## src/rtl/cp0.sv

```systemverilog
// Coprocessor-0 for the pipelined MIPS core: SR/Cause/EPC/PRId, interrupt vs exception
// arbitration in the M stage, mfc0 read mux and mtc0 write path.
module cp0 #(
  parameter logic [31:0] PRID_VAL = 32'h4D49_5053,
  parameter logic [5:0]  IM_RESET = 6'b000000
) (
  input  logic        clk,
  input  logic        reset,
  input  logic [31:0] pc_m,
  input  logic        bd_m,
  input  logic        exc_valid,
  input  logic [4:0]  exc_code,
  input  logic [5:0]  hw_int,
  input  logic [4:0]  addr,
  input  logic        we,
  input  logic [31:0] wdata,
  input  logic        eret,
  output logic [31:0] rdata,
  output logic [31:0] epc,
  output logic        intreq
);

  localparam logic [4:0] ADDR_SR    = 5'd12;
  localparam logic [4:0] ADDR_CAUSE = 5'd13;
  localparam logic [4:0] ADDR_EPC   = 5'd14;
  localparam logic [4:0] ADDR_PRID  = 5'd15;

  logic [5:0]  sr_im_q,     sr_im_d;
  logic        sr_exl_q,    sr_exl_d;
  logic        sr_ie_q,     sr_ie_d;
  logic        cause_bd_q,  cause_bd_d;
  logic [5:0]  cause_ip_q;
  logic [4:0]  cause_exc_q, cause_exc_d;
  logic [31:0] epc_q,       epc_d;

  logic        int_pend;
  logic        exc_pend;
  logic [31:0] pc_aligned;
  logic [31:0] victim_pc;

  // Arbitration is purely combinational so pc can redirect in the same cycle.
  assign int_pend = (|(hw_int & sr_im_q)) & sr_ie_q & ~sr_exl_q;
  assign exc_pend = exc_valid & ~sr_exl_q;
  assign intreq   = int_pend | exc_pend;

  // A delay-slot victim restarts at its branch; wraps modulo 2^32.
  assign pc_aligned = {pc_m[31:2], 2'b00};
  assign victim_pc  = bd_m ? (pc_aligned - 32'd4) : pc_aligned;

  assign epc = epc_q;

  // Next-state: exception entry beats eret, which beats mtc0.
  always_comb begin
    sr_im_d     = sr_im_q;
    sr_exl_d    = sr_exl_q;
    sr_ie_d     = sr_ie_q;
    cause_bd_d  = cause_bd_q;
    cause_exc_d = cause_exc_q;
    epc_d       = epc_q;
    if (intreq) begin
      sr_exl_d    = 1'b1;
      cause_exc_d = int_pend ? 5'd0 : exc_code;
      cause_bd_d  = bd_m;
      epc_d       = victim_pc;
    end else if (eret) begin
      sr_exl_d = 1'b0;
    end else if (we) begin
      case (addr)
        ADDR_SR: begin
          sr_im_d  = wdata[15:10];
          sr_exl_d = wdata[1];
          sr_ie_d  = wdata[0];
        end
        ADDR_EPC: epc_d = wdata;
        default: ;
      endcase
    end
  end

  always_ff @(posedge clk or posedge reset) begin
    if (reset) begin
      sr_im_q     <= IM_RESET;
      sr_exl_q    <= 1'b0;
      sr_ie_q     <= 1'b0;
      cause_bd_q  <= 1'b0;
      cause_ip_q  <= 6'd0;
      cause_exc_q <= 5'd0;
      epc_q       <= 32'd0;
    end else begin
      sr_im_q     <= sr_im_d;
      sr_exl_q    <= sr_exl_d;
      sr_ie_q     <= sr_ie_d;
      cause_bd_q  <= cause_bd_d;
      cause_ip_q  <= hw_int;
      cause_exc_q <= cause_exc_d;
      epc_q       <= epc_d;
    end
  end

  always_comb begin
    rdata = 32'd0;
    case (addr)
      ADDR_SR:    rdata = {16'd0, sr_im_q, 8'd0, sr_exl_q, sr_ie_q};
      ADDR_CAUSE: rdata = {cause_bd_q, 15'd0, cause_ip_q, 3'd0, cause_exc_q, 2'd0};
      ADDR_EPC:   rdata = epc_q;
      ADDR_PRID:  rdata = PRID_VAL;
      default:    rdata = 32'd0;
    endcase
  end

endmodule

```

## config.mk

```make
export PLATFORM = sky130hd
export DESIGN_NAME = cp0
export DESIGN_NICKNAME = d
export VERILOG_FILES = /design/src/rtl/cp0.sv
export SDC_FILE = /design/constraint.sdc
export NUM_CORES = 1
export LEC_CHECK = 0
export CAP_MARGIN = 20
export CORE_MARGIN = 1.5
export CORE_UTILIZATION = 39
export DETAILED_ROUTE_END_ITERATION = 6
export GPL_ROUTABILITY_DRIVEN = 0
export PLACE_DENSITY = 0.76
export SYNTH_ARGS = -nofsm -noshare
export SYNTH_HDL_FRONTEND = slang
export SYNTH_SLANG_ARGS = --single-unit
```

## constraint.sdc

```tcl
create_clock -name clk -period 1.95 [get_ports clk]
set_input_delay 0.2925 -clock clk [delete_from_list [all_inputs] [get_ports clk]]
set_output_delay 0.2925 -clock clk [all_outputs]
set_load 0.005 [all_outputs]
```

==> metrics.txt <==
die width=97.1 um; Hold Slack=254 ps; minimum period implied by the final worst setup slack=1950 ps; share of the yosys chip area belonging to registers=37.7%; post-DR wirelength/cell=18.6 um; Clk Latency, worst-skew pair=310 ps; total wire length=13600 um; standby leakage power=2.83 nW; Routed Antenna Nets=0; detailed-routing iteration count for the pre-antenna-repair pass=6; biggest fanout along the worst timing path=13; vias post-DR=4230; data required time at the worst endpoint=2170 ps; power density cells=756 nW/um^2; Total GRT Usage=27.1%; type of the worst setup path=input pin to flip-flop; Inserted Diodes=0; FF-to-FF setup slack=80 ps; First DRT Iteration DRCs=270; Inst Count DP=706; first-pass GRT wire length=20600 um; worst r2r dst=epc[27]; y dimension of the die=97.1 um; Final Net Count=710; data arrival time of the critical path=2170 ps; maximum level of the CTS H-tree=2; achievable frequency=0.513 GHz; share of layout cells above drive strength 1=29.3%; number of max-slew violations in the final report=0; total negative slack=0 ps; launch point of the critical path=bd_m; largest net degree at the start of global routing=31; largest cells by area after synthesis=sky130_fd_sc_hd__dfrtp_1, sky130_fd_sc_hd__mux2i_1, sky130_fd_sc_hd__a31oi_1; number of fillers in the final layout=653; final number of hold-violating endpoints=0; total core area=8640 um^2; cts hold-fix bufs=0; cell taking the most area after synthesis=sky130_fd_sc_hd__dfrtp_1; Avg Cell Area, Syn=8.98 um^2; most frequent cells in the layout=sky130_fd_sc_hd__buf_4, sky130_fd_sc_hd__clkdlybuf4s50_1, sky130_fd_sc_hd__dfrtp_1; top-level port count=151; number of setup violations in the final report=0; Area Overhead vs Synth=76.2%; total number of clock tree sinks=52; Cell Count, Final, Fillers Out=732; number of flops mapped to enable cells by yosys=0; initial antenna violation count=0; Async S/R FF share, synth=100%; class of the most critical hold timing path=input pin to async pin; core utilization of the finished layout=70.5%; CP endpoint=epc[27]; number of rows in the core area=34; worst-margin pin slew=503 ps; number of different library cells in the post-synthesis netlist=52; critical path startpoint category=input pin; commonest non-fill, non-tap cell in the layout=sky130_fd_sc_hd__buf_4; top_reg_cell synth=sky130_fd_sc_hd__dfrtp_1; run status=finished clean; Slew Limit Headroom=66.1%; peak supply drop=501 uV; effective utilization at floorplan=40.0%; crit share post-route=99.9%; post-detailed-route via-to-cell ratio=5.78; switching power share of the total=35.1%; top-area cell type share of the netlist area=37.7%; number of synthesized register bits=52; vias in the first global route=4100; category of the worst setup path capture point=flip-flop; Net Sw Power=1.62 mW; synthesized netlist net count=472; portion of total power attributed to combinational logic=47.1%; detailed-route DRC error count=0; count of buffers from port buffering=148; total die area=9440 um^2; sequential fraction of design power=38.4%; Clock Power Share=14.5%; number of cells traversed by the worst register-to-register path=6; count of max-cap constraint violations=0; total gr overflow=0; placed wire-length estimate=10000 um; Post-Syn Instances=385; TritonCTS clock tree=done; Worst-path clk slew=110 ps; critical register-to-register path startpoint=sr_im_q[5]; number of buffers between clock root and the deepest sink=2; worst clock skew on the final layout=10.1 ps; number of CTS-inserted buffers=5; summed instance area of the synthesized netlist=3460 um^2; cell internal pwr=2.99 mW; unrepaired setup endpoints after global routing=yes; Synthesis Warnings=0; clock tree root driver cell=sky130_fd_sc_hd__clkbuf_8
per-layer routing:
metal | vias to the layer above | GRT usage (%) | share of wire, %
met3 | 30 | 4.10 | 7.6
met5 | - | 0 | 0
met1 | 2048 | 34.3 | 40
li1 | 1939 | - | -
met4 | 0 | 8.14 | 2.0
met2 | 213 | 47.8 | 51
worst min-delay path by stage:
stage / startpoint / endpoint / cells after the start
final: reset / cause_ip_q[3] / 2
after global routing: reset / cause_bd_q / 2
after CTS: reset / cause_bd_q / 2
after detailed placement: cause_bd_q / cause_bd_q / 2
after global placement: cause_bd_q / cause_bd_q / 2
after floorplan: hw_int[0] / cause_ip_q[0] / 0
power groups by stage:
stage                     clock network (mW)  registers [mW]  logic [mW]
final                                  0.668            1.77        2.17
after global routing                   0.718            1.80        2.33
after CTS                              0.666            1.76        2.10
after detailed placement                   0            1.78        2.05
after global placement                     0            1.77        1.99
after floorplan                            0            1.72       0.821
synth_stat cells, types with 7 or more instances:
| cell type | n |
|---|---|
| sky130_fd_sc_hd__a211oi_1 | 17 |
| sky130_fd_sc_hd__a21oi_1 | 11 |
| sky130_fd_sc_hd__a22o_1 | 8 |
| sky130_fd_sc_hd__a31oi_1 | 27 |
| sky130_fd_sc_hd__clkbuf_1 | 22 |
| sky130_fd_sc_hd__dfrtp_1 | 52 |
| sky130_fd_sc_hd__inv_1 | 21 |
| sky130_fd_sc_hd__mux2_2 | 9 |
| sky130_fd_sc_hd__mux2i_1 | 31 |
| sky130_fd_sc_hd__nand2_1 | 12 |
| sky130_fd_sc_hd__nor2_1 | 37 |
| sky130_fd_sc_hd__nor3_1 | 13 |
| sky130_fd_sc_hd__nor4_1 | 7 |
| sky130_fd_sc_hd__o21ai_0 | 10 |
| sky130_fd_sc_hd__o31ai_1 | 9 |
| sky130_fd_sc_hd__or3_1 | 8 |
| sky130_fd_sc_hd__or4_1 | 9 |
per-stage QoR:
step	area [um^2]	total power, mW	setup slack (ps)
detailed placement	5700	3.83	-398
finish	6090	4.61	1.30
global route	6090	4.86	-27.6
global placement	5700	3.76	-368
CTS	5890	4.52	-176
floorplan	3460	2.54	36.4
flip-flops by register name (all words and copies together), names as in the netlist:
register	count
epc	32
cause_ip_q	6
sr_im_q	6
cause_exc_q	5
cause_bd_q	1
sr_exl_q	1
sr_ie_q	1
area by class of cell:
cell class / count / area (um^2) / area share, %
Clock buffer: 5 / 68.8 / 1.13
Clock inverter: 3 / 27.5 / 0.452
Inverter: 22 / 82.6 / 1.36
Multi-Input combinational cell: 282 / 2130 / 35.0
Sequential cell: 52 / 1300 / 21.4
Tap cell: 108 / 135 / 2.22
Timing Repair Buffer: 260 / 2340 / 38.5
worst max-delay path: stages:
cell                              delay (ps)
sky130_fd_sc_hd__clkdlybuf4s50_1         500
sky130_fd_sc_hd__buf_6                   130
sky130_fd_sc_hd__nor3b_2                 190
sky130_fd_sc_hd__nand3_1                 100
sky130_fd_sc_hd__buf_4                   190
sky130_fd_sc_hd__or4_1                   540
sky130_fd_sc_hd__a31oi_1                 230
cell families after synthesis:
| family | synth area share, % |
|---|---|
| flip-flops | 37.7 |
| multiplexers | 11.9 |
| adder cells (fa/ha/maj) | 0.362 |
| XOR/XNOR | 2.53 |
| AO/OA/AOI/OAI | 21.7 |
| AND/OR/NAND/NOR | 20.0 |
| buffers and inverters | 5.87 |
what timing repair did:
action	CTS	global route
setup endpoints to repair	43	35
gates resized for setup	101	44
setup buffers	8	7
gates cloned	1	3
pin swaps	10	11
No activity file was read; power rests on OpenSTA's default activity.
